<file path="src/rtl/id_ex_reg.sv">
// Decode-to-execute pipeline register with freeze (hold), flush (bubble) and a saturating bubble counter.
// Optional macro FORWARD_EN adds the src1/src2 register numbers used by the forwarding unit.
module id_ex_reg (
  input  logic        clk,
  input  logic        rst_n,
  input  logic        freeze,
  input  logic        flush,
  input  logic [31:0] pc_in,
  input  logic [3:0]  alu_command_in,
  input  logic        mem_read_in,
  input  logic        mem_write_in,
  input  logic        wb_enb_in,
  input  logic        b_in,
  input  logic        s_in,
  input  logic [31:0] val_rn_in,
  input  logic [31:0] val_rm_in,
  input  logic        imm_in,
  input  logic [11:0] shift_operand_in,
  input  logic [23:0] signed_imm24_in,
  input  logic [3:0]  dest_in,
  input  logic [3:0]  status_in,
`ifdef FORWARD_EN
  input  logic [3:0]  src1_in,
  input  logic [3:0]  src2_in,
  output logic [3:0]  src1_out,
  output logic [3:0]  src2_out,
`endif
  output logic [31:0] pc_out,
  output logic [3:0]  alu_command_out,
  output logic        mem_read_out,
  output logic        mem_write_out,
  output logic        wb_enb_out,
  output logic        b_out,
  output logic        s_out,
  output logic [31:0] val_rn_out,
  output logic [31:0] val_rm_out,
  output logic        imm_out,
  output logic [11:0] shift_operand_out,
  output logic [23:0] signed_imm24_out,
  output logic [3:0]  dest_out,
  output logic [3:0]  status_out,
  output logic        valid_out,
  output logic [7:0]  bubble_cnt
);

  typedef struct packed {
    logic [31:0] pc;
    logic [3:0]  alu_command;
    logic        mem_read;
    logic        mem_write;
    logic        wb_enb;
    logic        b;
    logic        s;
    logic [31:0] val_rn;
    logic [31:0] val_rm;
    logic        imm;
    logic [11:0] shift_operand;
    logic [23:0] signed_imm24;
    logic [3:0]  dest;
    logic [3:0]  status;
`ifdef FORWARD_EN
    logic [3:0]  src1;
    logic [3:0]  src2;
`endif
  } stage_t;

  stage_t     stage_d, stage_q, stage_in;
  logic       valid_d, valid_q;
  logic [7:0] cnt_d, cnt_q;

  function automatic logic [7:0] sat_inc(input logic [7:0] v);
    return (v == 8'hFF) ? v : v + 8'd1;
  endfunction

  always_comb begin
    stage_in               = '0;
    stage_in.pc            = pc_in;
    stage_in.alu_command   = alu_command_in;
    stage_in.mem_read      = mem_read_in;
    stage_in.mem_write     = mem_write_in;
    stage_in.wb_enb        = wb_enb_in;
    stage_in.b             = b_in;
    stage_in.s             = s_in;
    stage_in.val_rn        = val_rn_in;
    stage_in.val_rm        = val_rm_in;
    stage_in.imm           = imm_in;
    stage_in.shift_operand = shift_operand_in;
    stage_in.signed_imm24  = signed_imm24_in;
    stage_in.dest          = dest_in;
    stage_in.status        = status_in;
`ifdef FORWARD_EN
    stage_in.src1          = src1_in;
    stage_in.src2          = src2_in;
`endif
  end

  // Freeze outranks flush; a bubble zeroes every field so its control bits cause no side effect.
  always_comb begin
    stage_d = stage_q;
    valid_d = valid_q;
    cnt_d   = cnt_q;
    if (!freeze) begin
      if (flush) begin
        stage_d = '0;
        valid_d = 1'b0;
        cnt_d   = sat_inc(cnt_q);
      end else begin
        stage_d = stage_in;
        valid_d = 1'b1;
      end
    end
  end

  always_ff @(posedge clk) begin
    if (!rst_n) begin
      stage_q <= '0;
      valid_q <= 1'b0;
      cnt_q   <= '0;
    end else begin
      stage_q <= stage_d;
      valid_q <= valid_d;
      cnt_q   <= cnt_d;
    end
  end

  assign pc_out            = stage_q.pc;
  assign alu_command_out   = stage_q.alu_command;
  assign mem_read_out      = stage_q.mem_read;
  assign mem_write_out     = stage_q.mem_write;
  assign wb_enb_out        = stage_q.wb_enb;
  assign b_out             = stage_q.b;
  assign s_out             = stage_q.s;
  assign val_rn_out        = stage_q.val_rn;
  assign val_rm_out        = stage_q.val_rm;
  assign imm_out           = stage_q.imm;
  assign shift_operand_out = stage_q.shift_operand;
  assign signed_imm24_out  = stage_q.signed_imm24;
  assign dest_out          = stage_q.dest;
  assign status_out        = stage_q.status;
`ifdef FORWARD_EN
  assign src1_out          = stage_q.src1;
  assign src2_out          = stage_q.src2;
`endif
  assign valid_out         = valid_q;
  assign bubble_cnt        = cnt_q;

endmodule

</file>
<file path="config.mk">
export PLATFORM = sky130hd
export DESIGN_NAME = id_ex_reg
export DESIGN_NICKNAME = d
export VERILOG_FILES = /design/src/rtl/id_ex_reg.sv
export SDC_FILE = /design/constraint.sdc
export NUM_CORES = 1
export LEC_CHECK = 0
export ABC_AREA = 1
export BUFFER_PORTS_ARGS = -buffer_cell sky130_fd_sc_hd__buf_2
export CELL_PAD_IN_SITES_DETAIL_PLACEMENT = 2
export CELL_PAD_IN_SITES_GLOBAL_PLACEMENT = 2
export CORE_MARGIN = 10
export CORE_UTILIZATION = 23
export DETAILED_ROUTE_END_ITERATION = 8
export GPL_ROUTABILITY_DRIVEN = 0
export PLACE_DENSITY = 0.85
export SYNTH_ARGS = -nofsm -noshare
export SYNTH_HDL_FRONTEND = slang
export SYNTH_SLANG_ARGS = --single-unit
</file>
<file path="constraint.sdc">
create_clock -name clk -period 1.8 [get_ports clk]
set_input_delay 0.36 -clock clk [delete_from_list [all_inputs] [get_ports clk]]
set_output_delay 0.36 -clock clk [all_outputs]
set_load 0.01 [all_outputs]
</file>
Yosys cells after proc, flatten, opt, wreduce, memory -nomap -nowiden
Cells that the tools add are included.
- $add $sub $neg: 1
- multipliers: 0
- divide/modulo/power cells: 0
- $lt $le $gt $ge: 0
- eq/ne operators: 1
- shift operators: 0
- multiplexer cells: 2
- bitwise gates (word level): 2
- reduce and logical (&&, ||, !) cells: 1
- operators with widths (kind ; number):
    150-bit 2-to-1 mux ; 1
    8-bit by 1-bit adder with 8-bit output, second input constant ; 1
    8-bit == test, second input constant ; 1
    3-bit AND reduction ; 1
    1-bit inverter ; 2
    1-bit 2-to-1 mux ; 1
- register bits after elaboration: 159
- bits in latches: 0
- RAM bits: 0
- bits in read-only memories: 0
- input port bits: 154
- output and inout port bits: 159
- memories kept: 0

Depth between registers and ports, before layout
- depth after elaboration: 3
- depth in mapped cells: 8
- depth with buffers taken out: 8

Worst setup path before layout
No wires, ideal clock.
- path type: register to register
- from: register cnt_q[1], in the netlist bubble_cnt[1]
- to: register cnt_q[1], in the netlist bubble_cnt[1]
- setup time: 114 ps
- arrival time: 1200 ps
- data required time: 1686 ps
- setup slack: 486 ps
- stages on the path, launching flop included: 9
- buffers on the path: 0
- period minus slack after synthesis: 1314 ps
- cells stage by stage: dfxtp_1 ha_1 nand2_1 nor2_1 nand2_1 nand3_1 nand2_1 nand2_1 nor2_1
- longest elaborated chain between the ends: 3
- ends and longest elaborated chain (item ; line ; text):
    from (decl) ; 69 ; logic [7:0] cnt_d, cnt_q;
    from (signal assigned) ; 122 ; cnt_q <= cnt_d;
    branches (longest 3 deep; another with 8-bit by 1-bit adder with 8-bit output) ; - ;
Several ways; the timed one is not identified.
A chain may end at the register's enable or synchronous reset.

Worst setup path in the final report
- from: register cnt_q[0], in the netlist bubble_cnt[0]
- to: register cnt_q[7], in the netlist bubble_cnt[7]
The elaborated chain is that of the path after synthesis.

==> flow_summary.ini <==
[outcome]
status = complete, no violations

[synth]
syn_inst = 725
synth.area.top_cells = dfxtp_1, nand2_1, a21oi_1
synth-edff-count = 0
synth-simple-area-share_pct = 23.2
synth.mux.area_fraction_pct = 0
netlist_area_um2 = 5630
yosysWarnings = 0
yosys.area.top_type = dfxtp_1
ys.flop_type = dfxtp_1
ys_top_cells_by_count = nand2_1, dfxtp_1, a21oi_1
yosysUniqueCellTypes = 18
syn-mean-instance-area_um2 = 7.76
synthAdderAreaFrac_pct = 0.222
synth_top_area_share_pct = 56.6
synth_fp_nets = 880
synth_top_family_by_area = simple AND/OR/NAND/NOR gates
synth_xor_area_share_pct = 0.156
synth_most_common_cell = nand2_1
synth_compound_area_share_pct = 14.1
async_flop_share_pct = 0
ys_seq_elements = 159
seq_area_frac_synth_pct = 56.6

[cts]
clk_pin_slew_ns = 0.07
clock-sinks = 159
cts_buffer_depth = 2
cts_hold_buf = 0
cts_tree = done
cts_setup_buffers = 0
cts_resized = 0
root_buffer = clkbuf_16
clock_latency_ns = 0.41
htreeDepth = 4
cts_buffers = 17

[flow_run]
max_cap_viol_count = 0

[floorplan]
initial_utilization_pct = 23.3
core_um2 = 24200
die_h_um = 176
pin_count = 313
die-area_um2 = 31100
die-width_um = 176
num_rows = 57

[detailed_routing]
m1WireLength_um = 9250
wirelength_um = 23700
vias_per_cell = 4.39
drtPass1Iterations = 4
dr_total_vias = 5940
met3RoutedLength_um = 2610
top_layer_used = met5
routed-wl-met2_um = 11600
wl_per_cell_um = 17.5
drtIter0Drc = 222
drtAntennaViolNets = 0
drc = 0

[layout]
antenna_cells = 0
syn_to_final_growth_pct = 43.3
design_area_um2 = 8060
nNetsFinal = 1172
nFillCells = 2865
drive_gt1_share_pct = 34.8

[sta]
fin_crit_ns = 1.55
drv_slew = 0
tightestPinTransition_ns = 0.506
rsz0062_at_grt = false
setup_viol = 0
post-route-period-util_pct = 86.1
clock.fmax_mhz = 645
hold_viol = 0
max-slew-margin-rel_pct = 66.3
skew_ns = 0.00556
fin_tns_setup_ns = 0

[global_routing]
grt_pass1_vias = 6610
grt_max_degree = 87
antenna_found_initial = 1
grt_pass1_wl_um = 36900
overflow = 0
grt_use_total_pct = 14.8

[worst_setup_path]
cp-startpoint = bubble_cnt[0]
reg2reg_depth = 7
cp-end-kind = flip-flop
r2r_slack_ns = 0.25
crit_arrival_ns = 1.85
endpoint = bubble_cnt[7]
crit_type = reg -> reg
critPathLaunchType = flip-flop
reg2reg_from = bubble_cnt[0]
critPathMaxFanout = 6
worst_ep_required_time_ns = 2.10
timing.rr.end = bubble_cnt[7]

[min_path]
hold_path_class = in -> reg

[power]
peakVddDrop_mv = 0.425
powerDensity_nw_per_um2 = 1000
total_leakage_power_uw = 0.00373

[placement]
port_buffers = 312
dpl-instance-area_um2 = 7490
dpl.hpwl_um = 18100
critical path, stage by stage, from the launching register on:
cell     delay [ns]
dfxtp_1        0.35
ha_1           0.23
nand2_1        0.07
nor2_1         0.07
a21oi_1        0.43
nand3_1        0.15
nand2_1        0.09
nor2_1         0.04
layout by cell type, fill, tap and decap left out:
cell type   synthesis  final
a21oi_1           155    155
buf_12              0      6
buf_2              26    311
buf_4              10      6
clkbuf_16           0     17
clkbuf_8            0      2
clkinv_2            0      1
clkinv_4            0      2
clkinvlp_4          0      1
dfxtp_1           159    159
ha_1                1      1
inv_1              13     13
inv_4               0      1
inv_6               0      6
inv_8               0      3
nand2_1           319    319
nand3_1             5      5
nand4_1             1      1
nor2_1             14     14
nor2_2              1      1
nor2_8              1      1
o21ai_0             4      4
xor2_1              1      1
worst min path at each step:
stage | from | endpoint | cells after the start
final | val_rm_in[6] | val_rm_out[6] | 3
after global routing | val_rm_in[1] | val_rm_out[1] | 3
after CTS | pc_in[1] | pc_out[1] | 3
after detailed placement | pc_out[5] | pc_out[5] | 2
after global placement | pc_out[17] | pc_out[17] | 2
after floorplan | pc_out[17] | pc_out[17] | 2
registers in the layout, summed over array words and instances, names as in the netlist:
| register | count |
|---|---|
| alu_command_out | 4 |
| b_out | 1 |
| bubble_cnt | 8 |
| dest_out | 4 |
| imm_out | 1 |
| mem_read_out | 1 |
| mem_write_out | 1 |
| pc_out | 32 |
| s_out | 1 |
| shift_operand_out | 12 |
| signed_imm24_out | 24 |
| status_out | 4 |
| val_rm_out | 32 |
| val_rn_out | 32 |
| valid_out | 1 |
| wb_enb_out | 1 |
through the flow:
stage	instances	util (%)	setup WS [ns]	power (uW)	hold WS, ns
floorplan	725	-	0.486	4170	0.481
global placement	1322	31.0	0.396	4600	0.445
detailed placement	1322	31.0	0.266	4630	0.454
CTS	1354	33.3	0.211	8220	0.161
global route	1354	33.3	0.0633	8500	0.168
finish	1354	33.3	0.251	8060	0.185
cell families after synthesis:
family	after synthesis
AOI/OAI and AO/OA	159
DFF	159
adders and majority gates	1
xor gates and xnor gates	1
and+or+nand+nor	341
buffers and inverters	64
report_power, final:
part           total, uW  leakage (uW)  internal, uW  switching [uW]
clock network       3540      0.000282          1900            1640
registers           3720       0.00130          3650            67.3
logic                804       0.00215           328             476
area by class of cell:
class	count	area, um2	area share, %
Clock buffer	19	453	5.62
Multi-Input combinational cell	502	2120	26.4
Timing Repair Buffer	323	1720	21.4
Inverter	14	55.1	0.683
Sequential cell	159	3180	39.5
Clock inverter	13	116	1.44
Tap cell	324	405	5.03
metal layers:
layer | up-vias | GRT usage [%]
met5 | - | 0
met3 | 17 | 7.58
met2 | 210 | 25.3
met4 | 2 | 3.78
li1 | 2888 | -
met1 | 2823 | 15.8
(Power assumes the default switching activity.)
